### config.mk
export PLATFORM = sky130hd
export DESIGN_NAME = battleship_fire_ctrl
export DESIGN_NICKNAME = d
export VERILOG_FILES = /design/src/rtl/battleship_fire_ctrl.sv
export SDC_FILE = /design/constraint.sdc
export NUM_CORES = 1
export LEC_CHECK = 0
export BUFFER_PORTS_ARGS = -buffer_cell sky130_fd_sc_hd__buf_2
export CORE_ASPECT_RATIO = 0.5
export CORE_MARGIN = 1
export CORE_UTILIZATION = 60
export CTS_CLUSTER_DIAMETER = 120
export DETAILED_ROUTE_END_ITERATION = 10
export PLACE_DENSITY = 0.86
export SYNTH_ARGS = -nofsm -noshare
export SYNTH_HDL_FRONTEND = slang
export SYNTH_SLANG_ARGS = --single-unit
export TNS_END_PERCENT = 100
### constraint.sdc
create_clock -name clk -period 7.4 [get_ports clk]
set_input_delay 2.22 -clock clk [delete_from_list [all_inputs] [get_ports clk]]
set_output_delay 2.22 -clock clk [all_outputs]
set_load 0.1 [all_outputs]
### src/rtl/battleship_fire_ctrl.sv
// Shooter-side fire controller: cursor, one-cycle fire request, repeat-shot rejection, shot/hit counts, win/lose.
// Each accepted shot takes one FIRE cycle and one RESP cycle. Buttons are honoured only while IDLE.
module battleship_fire_ctrl #(
  parameter int ROWS       = 5,
  parameter int COLS       = 5,
  parameter int SHIP_CELLS = 4,
  parameter int MAX_SHOTS  = 15
) (
  input  logic       clk,
  input  logic       rst,
  input  logic       btn_up,
  input  logic       btn_down,
  input  logic       btn_left,
  input  logic       btn_right,
  input  logic       btn_shoot,
  input  logic       hit,
  input  logic [2:0] cell_state,
  output logic [4:0] row,
  output logic [4:0] col,
  output logic       fire,
  output logic       busy,
  output logic       last_hit,
  output logic       repeat_err,
  output logic [7:0] shots,
  output logic [7:0] hits,
  output logic       game_over,
  output logic       win
);

  localparam int CELLS = ROWS * COLS;
  localparam int IW    = (CELLS > 1) ? $clog2(CELLS) : 1;
  localparam logic [4:0] ROW_LAST = 5'(ROWS - 1);
  localparam logic [4:0] COL_LAST = 5'(COLS - 1);

  typedef enum logic [1:0] {IDLE, FIRE, RESP, DONE} state_t;

  state_t           state;
  state_t           state_next;
  logic [CELLS-1:0] shot_map;
  logic [IW-1:0]    cell_idx;
  logic             already_shot;
  logic [7:0]       shots_next;
  logic [7:0]       hits_next;
  logic             game_end;
  logic             unused_cell_state;

  // The board's cell code is informational only; nothing here decides on it.
  assign unused_cell_state = ^cell_state;

  assign cell_idx     = IW'(int'(row) * COLS + int'(col));
  assign already_shot = shot_map[cell_idx];
  assign shots_next   = (shots == 8'hFF) ? shots : shots + 8'd1;
  assign hits_next    = (hits == 8'hFF) ? hits : hits + {7'd0, hit};
  assign game_end     = (hits_next == 8'(SHIP_CELLS)) || (shots_next == 8'(MAX_SHOTS));

  always_ff @(posedge clk) begin
    if (!rst) state <= IDLE;
    else      state <= state_next;
  end

  always_comb begin
    state_next = state;
    case (state)
      IDLE:    if (btn_shoot && !already_shot) state_next = FIRE;
      FIRE:    state_next = RESP;
      RESP:    state_next = game_end ? DONE : IDLE;
      default: state_next = DONE;
    endcase
  end

  always_comb begin
    fire      = (state == FIRE);
    busy      = (state == FIRE) || (state == RESP);
    game_over = (state == DONE);
    win       = (state == DONE) && (hits == 8'(SHIP_CELLS));
  end

  // Cursor only moves in IDLE and not on a shoot cycle, so it stays frozen through FIRE/RESP.
  always_ff @(posedge clk) begin
    if (!rst) begin
      row <= 5'd0;
      col <= 5'd0;
    end else if (state == IDLE && !btn_shoot) begin
      if (btn_up && !btn_down)
        row <= (row == 5'd0) ? ROW_LAST : row - 5'd1;
      else if (btn_down && !btn_up)
        row <= (row == ROW_LAST) ? 5'd0 : row + 5'd1;
      if (btn_left && !btn_right)
        col <= (col == 5'd0) ? COL_LAST : col - 5'd1;
      else if (btn_right && !btn_left)
        col <= (col == COL_LAST) ? 5'd0 : col + 5'd1;
    end
  end

  always_ff @(posedge clk) begin
    if (!rst) begin
      shot_map   <= '0;
      repeat_err <= 1'b0;
      shots      <= 8'd0;
      hits       <= 8'd0;
      last_hit   <= 1'b0;
    end else begin
      repeat_err <= 1'b0;
      if (state == IDLE && btn_shoot) begin
        if (already_shot) repeat_err <= 1'b1;
        else              shot_map[cell_idx] <= 1'b1;
      end
      if (state == RESP) begin
        shots    <= shots_next;
        hits     <= hits_next;
        last_hit <= hit;
      end
    end
  end

endmodule

# Yosys cells after proc, flatten, opt, wreduce, memory -nomap -nowiden
# Index checks and enable logic that the tools add are counted.
# totals
regBits,55
in_bits,11
wordCells,75
# classes
n_addsub,7
multipliers,1
n_lt_le_gt_ge,2
eq_ne,11
n_mux,18
bitwise_logic,2
reduce_logical,26
# op_table
op,n
$mux 5,8
$or 25x25->25,1
$eq 8x3->1 const B,2
$eq 8x8->1 const B,2
$mux 8,2
$add 5x1->5 const B,2
$eq 5x3->1 const B,2
$logic_not 5->1,2
$sub 5x1->5 const B,2
$logic_and 1x1->1,9
$add 8x1->8,1
$add 8x1->8 const B,1
$eq 8x4->1 const B,1
$reduce_and 2->1,4
$logic_not 1->1,6
$lt 5x6->1 const B,1
$pmux 2 s3,1
$add 5x5->5,1
$bmux 1 s5,1
$demux 1 s5,1
$ge 5x1->1 const B,1
$mul 5x3->5 const B,1
$eq 2x2->1 const B,2
$mux 2,2
other kinds (7),11

# Longest topological paths before layout
# logic_depth
word_depth,8
ltp_mapped,11
depth_no_buf,9

# Worst setup path after synthesis
# OpenSTA, ideal clock, no wires.
# synth_timing
path_type,register -> output
from,register state[1]
to,output port win
arrival_ns,4.192
path_slack_ns,0.988
stages_incl_launch_ff,4
n_path_buf,0
cell_sequence,dfxtp_1 -> ha_1 -> nand3_1 -> nor4_1
# synth_via
elab_chain_cells,2
# synth_rtl
item,line,text
start: declaration,37,state_t state;
start signal: assignment,58,else state <= state_next;
$eq 2x2->1,n/a,
via game_over,26,"output logic game_over,"
$logic_and 1x1->1,75,win = (state == DONE) && (hits == 8'(SHIP_CELLS));
end: declaration,27,output logic win
# The timed path passes the listed nets, and every way through them passes these cells.

# Worst setup path in the final report
# layout_timing
from,register hits[7]
to,output port win
# layout_via
elab_chain_cells,2
# layout_rtl
item,line,text
start: declaration,25,"output logic [7:0] hits,"
start signal: assignment,110,hits <= hits_next;
$eq 8x3->1,75,
$logic_and 1x1->1,75,
# No other way between the ends.

==> impl_results.md <==
* Status: finished clean
* Startpoint types: flop
* Maximum VDD drop at 356 uV
* #FFs+latches synth at 55
* Port-buffer cells at 39
* Tot Pwr at 0.000989 W
* Total track usage at 27.0%
* Synth area leaders: dfxtp_1, ha_1, nor2_1, mux4_2, a21oi_1
* WP data arrival at 2.03 ns
* Slew Limit Fails at 0
* Initial antenna violation count at 0
* WL/cell at 15.5 um
* Final Critical Period at 4.25 ns
* Layout cells sized above 1 at 13.5%
* Post-CTS Setup Inserts at 0
* # diodes at 0
* Hold WC Path Type: reg -> reg
* First-pass GRT wire length at 12100 um
* # hold bufs at CTS at 0
* Setup TNS at 0 ns
* Clock Sinks at 55
* Largest net degree at the start of global routing at 29
* Maxcap violations at 0
* R2R cell count at 9
* Slew margin rel. at 44.6%
* Vias in the first global route at 2679
* Mapped Nets at 414
* DR DRC count at 0
* CP max stage delay at 0.56 ns
* Vias per cell at 6.21
* IO Pins at 43
* Critical path endpoint category: output port
* Actual slew at the worst max-slew pin at 0.829 ns
* Width of the die at 106 um
* Mean Syn Cell Area at 8.64 sq um
* DP HPWL at 5230 um
* Top FF cell, synth: dfxtp_1
* M3 GR Usage at 4.72%
* Core box area at 0.00507 sq mm
* Die area at 0.00576 sq mm
* Congestion Overflow GR at 0
* Final wirelength at 7410 um
* Final hold vios at 0
* DRT Pass-1 Iters at 5
* FFs w/ async S/R, synth at 0%
* Commonest non-fill, non-tap cells in the layout: dfxtp_1, nor2_1, buf_2, ha_1, nand2_1
* WP data required at 5.18 ns
* Number of buffers created by CTS at 5
* First DRT Iteration DRCs at 255
* Sequential area share after synthesis at 33.7%
* Area grow syn2layout at 8.93%
* Synth Cell Area at 0.00327 sq mm
* CTS tree: done
* Ys Warns at 0
* Final nets at 442
* Worst-path clk slew at 0.10 ns
* Met2 Resource Use GR at 48.3%
* Clock root cell: clkbuf_8
* Hold path cells at 2
* Post-synthesis cell type count at 53
* Maximum clock path buffer count at 2
* Critical-path maximum fanout at 8
* Antenna viol nets, final at 0
* Most common cell after layout, fill and taps aside: dfxtp_1
* Worst-skew pair later-pin latency at 0.32 ns
* Number of flops mapped to enable cells by yosys at 0
* LEAKAGE at 1.48 nW
* Syn Inst Count at 378
* Synth top area share at 33.7%
* Final Wtd Congestion at 0.915
* Vias at 2963
* Yosys top cell by area: dfxtp_1
* Final period util at 57.4%
* Met1 GRT Util at 33.6%
* CP max stage cell: or4_1
* Worst path cell trace: or4_1 > nor4_1 > buf_2
* Gr busiest metal: met2
* Final Setup Violations at 0
* Die Height at 54.2 um
* Max Clock Freq at 0.235 GHz
* RSZ-0062 raised after global routing: false
* WS Path Type: reg -> out
* H-tree levels at 2
* Initial Util at 64.4%
* PD cells at 278 mW/mm^2
* Post-CTS sizing at 0
* Row count at 18
* Worst Skew at 0.00972 ns
-- path summary, 6_finish.rpt --
check | startpoint | endpoint | slack [ns]
setup / recovery | hits[7] | win | 3.15
hold / removal | shot_map[8] | shot_map[8] | 0.46
hold reg to reg | shot_map[8] | shot_map[8] | 0.46
setup reg to reg | row[2] | state[1] | 3.50
-- where the power goes --
group	internal (W)	switching, W
Sequential	0.000321	0.0000328
Combinational	0.000120	0.000345
Clock	0.0000682	0.000102
Total	0.000509	0.000480
-- area by class of cell --
type	count	area (sq um)
multi-input cells	286	2010
fillers	405	1510
flip-flops and latches	55	1100
repair buffers	40	203
well taps	70	87.6
clock buffers	6	72.6
inverters	18	67.6
clock inverters	2	17.5
-- stage by stage --
step                cell area, sq um  hold slack [ns]  util [%]  setup WS (ns)  instances
finish                          3560            0.457      70.2           3.15        477
global placement                3470            0.432      68.4           3.31        469
global route                    3560            0.478      70.2           2.99        477
CTS                             3560            0.455      70.2           3.14        477
detailed placement              3470            0.439      68.4           3.22        469
floorplan                       3270            0.423         -          0.988        378
-- flip-flops by register name, summed over array words and instances, names as in the netlist --
register	count
repeat_err	1
last_hit	1
col	5
shot_map	25
state	2
row	5
shots	8
hits	8
-- critical path: cells and delay by family, from the launching register on --
kind / cells / cell delay, ns
AND/OR/NAND/NOR: 2 / 0.83
buffers and inverters: 1 / 0.49
flip-flops: 1 / 0.39
-- per-layer routing --
layer | vias up | part of all wire, % | wire [um]
met5 | - | 0 | 0
met4 | 0 | 1.4 | 104
met3 | 16 | 6.0 | 448
li1 | 1450 | - | -
met1 | 1382 | 45 | 3340
met2 | 115 | 48 | 3520
-- cell families (layout without fill, tap and decap cells) --
logic type / after synthesis / in the layout / share of synthesized area [%]
mux: 14 / 14 / 6.21
flops: 55 / 55 / 33.7
fa+ha+maj: 25 / 25 / 10.0
xor+xnor: 15 / 15 / 4.44
buf+inv: 37 / 66 / 4.79
compound gates: 100 / 100 / 20.7
simple gates: 132 / 132 / 20.1
-- synth_stat cells, types with 4 or more instances --
cell / count
nand2_1: 20
o211ai_1: 5
xor2_1: 5
clkbuf_1: 12
a21oi_1: 19
and2_1: 4
nand2b_1: 4
o21ai_0: 15
a41oi_1: 8
mux4_2: 5
inv_1: 17
and3_1: 5
a31oi_1: 9
xnor2_1: 9
nor4_1: 7
ha_1: 23
nand3_1: 17
mux2i_1: 9
dfxtp_1: 55
a22oi_1: 4
a211oi_1: 8
buf_2: 5
o21a_1: 11
nor2_1: 44
o22ai_1: 5
nor3_1: 10
No activity file was read; power rests on OpenSTA's default activity.
